===== config.mk =====
export PLATFORM = sky130hd
export DESIGN_NAME = uart_rx_ctrl
export DESIGN_NICKNAME = d
export VERILOG_FILES = /design/src/rtl/uart_rx_ctrl.sv
export SDC_FILE = /design/constraint.sdc
export NUM_CORES = 1
export LEC_CHECK = 0
export ABC_AREA = 0
export ABC_CLOCK_PERIOD_IN_PS = 1300
export CAP_MARGIN = 15
export CORE_ASPECT_RATIO = 0.6
export CORE_MARGIN = 10
export CORE_UTILIZATION = 40
export CTS_CLUSTER_DIAMETER = 200
export DETAILED_ROUTE_END_ITERATION = 8
export GPL_TIMING_DRIVEN = 0
export PLACE_DENSITY_LB_ADDON = 0.25
export SLEW_MARGIN = 5
export SYNTH_ARGS = -nofsm -noshare
export SYNTH_HDL_FRONTEND = slang
export SYNTH_SLANG_ARGS = --single-unit

===== constraint.sdc =====
create_clock -name CLK -period 1.3 [get_ports CLK]
set_clock_uncertainty 0.05 [all_clocks]
set_input_delay 0.325 -clock CLK [delete_from_list [all_inputs] [get_ports CLK]]
set_output_delay 0.325 -clock CLK [all_outputs]
set_load 0.05 [all_outputs]

===== src/rtl/uart_rx_ctrl.sv =====
// UART receive control: start-bit detect, mid-bit sampling of start/data/(parity)/stop, byte output.
// Latency: RX_Done_Sig/Frame_Err/Parity_Err rise on the edge after the BPS_CLK cycle that samples the stop bit.
// Backpressure: none; the output strobes are single-cycle and must be captured by the consumer when they fire.
//
// Optional feature macro: UART_RX_PARITY_EN adds a parity bit between the data bits and the stop bit.
//
// Ports:
//   CLK, RSTn    clock and asynchronous active-low reset
//   RX_Pin_In    raw serial line, asynchronous, idles high
//   RX_En        gates start-bit acceptance only
//   BPS_CLK      one-cycle mid-bit pulse from the baud generator
//   Count_Sig    high while a frame is in progress (runs the baud counter)
//   RX_Data      last correctly received byte
//   RX_Done_Sig  one-cycle pulse when RX_Data updates
//   Frame_Err    one-cycle pulse when the stop bit is sampled low
//   Parity_Err   one-cycle pulse on parity mismatch (tied 0 without UART_RX_PARITY_EN)
module uart_rx_ctrl #(
  parameter int DATA_BITS  = 8,
  parameter bit PARITY_ODD = 1'b0
) (
  input  logic                 CLK,
  input  logic                 RSTn,
  input  logic                 RX_Pin_In,
  input  logic                 RX_En,
  input  logic                 BPS_CLK,
  output logic                 Count_Sig,
  output logic [DATA_BITS-1:0] RX_Data,
  output logic                 RX_Done_Sig,
  output logic                 Frame_Err,
  output logic                 Parity_Err
);

  localparam int CNT_W = $clog2(DATA_BITS + 1);

`ifdef UART_RX_PARITY_EN
  typedef enum logic [2:0] {
    S_IDLE   = 3'd0,
    S_START  = 3'd1,
    S_DATA   = 3'd2,
    S_PARITY = 3'd3,
    S_STOP   = 3'd4
  } state_t;
`else
  typedef enum logic [1:0] {
    S_IDLE  = 2'd0,
    S_START = 2'd1,
    S_DATA  = 2'd2,
    S_STOP  = 2'd3
  } state_t;
`endif

  state_t               state_q,   state_d;
  logic                 rx_meta_q, rx_meta_d;
  logic                 rx_sync_q, rx_sync_d;
  logic                 rx_dly_q,  rx_dly_d;
  logic [DATA_BITS-1:0] shift_q,   shift_d;
  logic [CNT_W-1:0]     bit_cnt_q, bit_cnt_d;
  logic                 count_q,   count_d;
  logic [DATA_BITS-1:0] data_q,    data_d;
  logic                 done_q,    done_d;
  logic                 ferr_q,    ferr_d;
`ifdef UART_RX_PARITY_EN
  logic                 par_err_q, par_err_d;
  logic                 perr_q,    perr_d;
`endif

  // Falling edge of the synchronized line; decoded straight from flops so
  // Count_Sig rises within three cycles of the start edge.
  logic h2l;
  assign h2l = rx_dly_q & ~rx_sync_q;

  always_comb begin
    state_d   = state_q;
    rx_meta_d = RX_Pin_In;
    rx_sync_d = rx_meta_q;
    rx_dly_d  = rx_sync_q;
    shift_d   = shift_q;
    bit_cnt_d = bit_cnt_q;
    count_d   = count_q;
    data_d    = data_q;
    done_d    = 1'b0;
    ferr_d    = 1'b0;
`ifdef UART_RX_PARITY_EN
    par_err_d = par_err_q;
    perr_d    = 1'b0;
`endif

    case (state_q)
      S_IDLE: begin
        // BPS_CLK is irrelevant here; only a qualified start edge matters.
        if (h2l && RX_En) begin
          state_d = S_START;
          count_d = 1'b1;
        end
      end

      S_START: begin
        if (BPS_CLK) begin
          if (rx_sync_q) begin
            // Line already back high at mid-start: a glitch, not a frame.
            state_d = S_IDLE;
            count_d = 1'b0;
          end else begin
            state_d   = S_DATA;
            bit_cnt_d = '0;
`ifdef UART_RX_PARITY_EN
            par_err_d = 1'b0;
`endif
          end
        end
      end

      S_DATA: begin
        if (BPS_CLK) begin
          // LSB arrives first, so shifting right leaves bit 0 at the bottom.
          shift_d   = {rx_sync_q, shift_q[DATA_BITS-1:1]};
          bit_cnt_d = bit_cnt_q + CNT_W'(1);
          if (bit_cnt_q == CNT_W'(DATA_BITS - 1)) begin
`ifdef UART_RX_PARITY_EN
            state_d = S_PARITY;
`else
            state_d = S_STOP;
`endif
          end
        end
      end

`ifdef UART_RX_PARITY_EN
      S_PARITY: begin
        if (BPS_CLK) begin
          par_err_d = rx_sync_q ^ (^shift_q) ^ PARITY_ODD;
          state_d   = S_STOP;
        end
      end
`endif

      S_STOP: begin
        if (BPS_CLK) begin
          // Dropping Count_Sig at mid-stop clears the baud counter early so
          // the next start edge is accepted with no dead time.
          state_d = S_IDLE;
          count_d = 1'b0;
          if (!rx_sync_q) begin
            ferr_d = 1'b1;
          end
`ifdef UART_RX_PARITY_EN
          else if (par_err_q) begin
            perr_d = 1'b1;
          end
`endif
          else begin
            done_d = 1'b1;
            data_d = shift_q;
          end
        end
      end

      default: begin
        state_d = S_IDLE;
        count_d = 1'b0;
      end
    endcase
  end

  always_ff @(posedge CLK or negedge RSTn) begin
    if (!RSTn) begin
      state_q   <= S_IDLE;
      rx_meta_q <= 1'b1;
      rx_sync_q <= 1'b1;
      rx_dly_q  <= 1'b1;
      shift_q   <= '0;
      bit_cnt_q <= '0;
      count_q   <= 1'b0;
      data_q    <= '0;
      done_q    <= 1'b0;
      ferr_q    <= 1'b0;
`ifdef UART_RX_PARITY_EN
      par_err_q <= 1'b0;
      perr_q    <= 1'b0;
`endif
    end else begin
      state_q   <= state_d;
      rx_meta_q <= rx_meta_d;
      rx_sync_q <= rx_sync_d;
      rx_dly_q  <= rx_dly_d;
      shift_q   <= shift_d;
      bit_cnt_q <= bit_cnt_d;
      count_q   <= count_d;
      data_q    <= data_d;
      done_q    <= done_d;
      ferr_q    <= ferr_d;
`ifdef UART_RX_PARITY_EN
      par_err_q <= par_err_d;
      perr_q    <= perr_d;
`endif
    end
  end

  assign Count_Sig   = count_q;
  assign RX_Data     = data_q;
  assign RX_Done_Sig = done_q;
  assign Frame_Err   = ferr_q;

`ifdef UART_RX_PARITY_EN
  assign Parity_Err = perr_q;
`else
  logic unused_parity_odd;
  assign unused_parity_odd = PARITY_ODD;
  assign Parity_Err        = 1'b0;
`endif

endmodule


==> results by group <==
Outcome
  • Status: finished with violations
  • Violated checks: setup timing

Setup path
  • CP bufs+invs: 2
  • Crit-path max cell delay: 0.38 ns
  • Worst Setup Path Type: flip-flop to flip-flop
  • Worst Setup SP: state_q[0]$_DFFE_PN0P_
  • CP Data Required Time: 1.41 ns
  • Crit-path cells: buf_6, nand3b_1, buf_6, mux2_4
  • CP Data Arrival Time: 1.49 ns
  • CP delay by family, top: flip-flops
  • Worst Setup End Kind: flip-flop
  • Most frequent CP cell: buf_6
  • Crit path max fanout: 5
  • Critical Path Source Type: flip-flop
  • Reg2reg start: state_q[0]$_DFFE_PN0P_
  • Slowest cell on crit path: dfrtp_1

Timing
  • Max-slew violation count: 0
  • Hold_ws: 0.3111 ns
  • RSZ-0062 raised after global routing: true
  • Fmax: 722.7 MHz
  • Fin. Hold Viols: 0
  • Final setup viols: 13
  • Final Cycle Share: 1.064
  • Setup ws final: -0.08368 ns
  • Min Tclk post-route: 1.384 ns

Routing
  • 1st-pass router iterations: 4
  • DRC: 0
  • Total Routed Length: 2212 µm
  • Post-route ant nets: 0
  • Post-DR vias/cell: 4.815
  • 1st-iter DRT viols: 37
  • Vias: 727
  • Wirelength per Cell: 14.65 µm

Global routing
  • GRT Util Overall: 0.07342
  • Initial antenna violation count: 0
  • Total gr overflow: 0
  • Vias in the first global route: 687
  • First-pass GRT wire length: 3408 µm
  • Largest net degree at the start of global routing: 20

Clock tree
  • CTS tree: yes
  • Clock Sinks: 28
  • CTS Buf Count: 3
  • CTS Root Cell: clkbuf_8
  • Clock buffer depth: 2
  • CTS clk-pin slew, worst paths: 0.09 ns
  • Skew-Pair Late Insertion Delay: 0.27 ns
  • # H-tree levels: 1
  • Hold_buf cts: 0

Place
  • Placed Area: 1408 µm²
  • Hpwl dp: 1427 µm
  • I/O Buffers: 14
  • GPL Wtd Cong: 0.7531

Synth
  • Unique masters post-synth: 29
  • Sequential share of the synthesized area: 0.5871
  • Number of flops mapped to enable cells by yosys: 0
  • Avg Cell Area, Syn: 14.12 µm²
  • Synth Net Count: 91
  • Prevailing post-synth register cell: dfrtp_1
  • Post-Syn Instances: 85
  • Yosys warns: 0
  • Async SR Flop Fraction: 1.000
  • Flops & latches, synth: 28
  • Cell area after synthesis: 1200 µm²

Die
  • IO Count: 17
  • Initial Util: 0.4179
  • Die Ht: 62.43 µm
  • Die width: 90.71 µm
  • Standard-cell rows: 15
  • Area of the die: 5662 µm²
  • Core outline area: 2872 µm²

Finish
  • Antenna cell count: 0
  • Fraction of layout cells with a size suffix above 1: 0.4404
  • Final instance area: 1499 µm²
  • Multi-input logic area: 476.7 µm²
  • Layout Nets: 116
  • Synth-to-layout area growth: 24.92%
  • Sequential cell area: 705.7 µm²
  • # fillers: 257

Pwr
  • Leak: 0.7347 nW
  • Peak VDD IR: 927.9 µV
  • Cell area power density: 2058 nW/µm²

Run
  • Max Cap Violations: 0

Min path
  • Worst Hold Class: input port to asynchronous set/reset pin
-- worst register-to-register path: stages, from the launching register on --
cell	delay, ns
dfrtp_1	0.38
buf_6	0.13
nand3b_1	0.23
buf_6	0.19
mux2_4	0.30
-- cells by family after synthesis --
| kind of cell | Yosys count | share of synthesized area |
|---|---|---|
| other | 1 | 0.003125 |
| muxes | 17 | 0.1835 |
| adders and majority gates | 1 | 0.01043 |
| DFF | 28 | 0.5871 |
| buffers and inverters | 7 | 0.04484 |
| AOI/OAI and AO/OA | 11 | 0.05423 |
| and+or+nand+nor | 20 | 0.1168 |
-- what timing repair did --
item                                    in CTS  in global routing
pin swaps                                    0                  5
endpoints found under the setup margin      27                 24
gates resized for setup                     56                 15
cloned                                       0                  2
setup buffers                                0                  3
-- report_power, final --
group | internal [W] | switching, W
combinational | 0.000559 | 0.000642
clock | 0.000271 | 0.000253
sequential | 0.00114 | 0.000223
total | 0.00197 | 0.00112
-- path summary, 6_finish.rpt --
kind	cells after the start	end	slack (ns)
worst max-delay path	4	shift_q[7]$_DFFE_PN0P_	-0.08
worst min-delay path	1	Frame_Err$_DFF_PN0_	0.31
worst max register to register	4	shift_q[7]$_DFFE_PN0P_	-0.08
worst min register to register	0	rx_dly_d$_DFF_PN1_	0.31
max in group asynchronous	2	rx_dly_q$_DFF_PN1_	0.33
min in group CLK	0	rx_dly_d$_DFF_PN1_	0.31
-- routing by layer --
metal  up-vias  track usage  wire length [µm]
met5         -            0                 0
met4         0      0.02964                 0
met3         0      0.03477               107
met2        16       0.1013               970
met1       360      0.09530              1134
li1        351            -                 -
-- layout by cell type, fill, tap and decap left out, types with 4 or more instances in the layout --
cell type and count:
dfrtp_1 24, mux2_4 8, clkbuf_4 6, buf_6 5, buf_2 5, nor2_1 5, mux2_2 4, nand2_1 4
o21ai_0 4, mux2_1 4, buf_4 4, clkbuf_8 4
-- Yosys cell counts, types with 2 or more instances --
cell type | n | area (µm²)
nand3b_1 | 2 | 15.01
mux2_2 | 4 | 45.04
nand2_1 | 4 | 15.01
nor2_1 | 5 | 18.77
dfrtp_1 | 25 | 625.6
mux2_4 | 8 | 120.1
o21ai_0 | 4 | 20.02
a21oi_1 | 4 | 20.02
dfstp_2 | 3 | 78.83
mux2_1 | 4 | 45.04
buf_6 | 3 | 33.78
inv_1 | 2 | 7.510
-- per-stage QoR --
stage	instances	power, W	setup TNS (ns)	utilization	worst slack, ns
final	151	0.003084	-0.8123	0.5220	-0.08368
after global routing	151	0.003262	-1.426	0.5220	-0.1120
after CTS	146	0.002984	-0.6625	0.4911	-0.05432
after detailed placement	142	0.002518	-2.965	0.4902	-0.2371
after global placement	141	0.002480	-17.85	0.4850	-0.5676
after floorplan	85	0.002198	0	-	0.04338
-- sequential cells by signal (all words and copies together) (netlist names), named ones only --
signal	count
rx_dly_d	1
bit_cnt_q	4
shift_q	8
rx_dly_q	1
rx_meta_q	1
RX_Data	8
Frame_Err	1
Count_Sig	1
RX_Done_Sig	1
state_q	1
-- layout make-up --
type	count	share of cell area
sequential	28	0.4708
multi-input combinational	51	0.3180
timing repair buffer	19	0.1035
clock buffer	4	0.03673
tap	42	0.03506
buffer	5	0.03088
inverter	2	0.005008
Note: power is estimated with default switching activity, not from simulation.
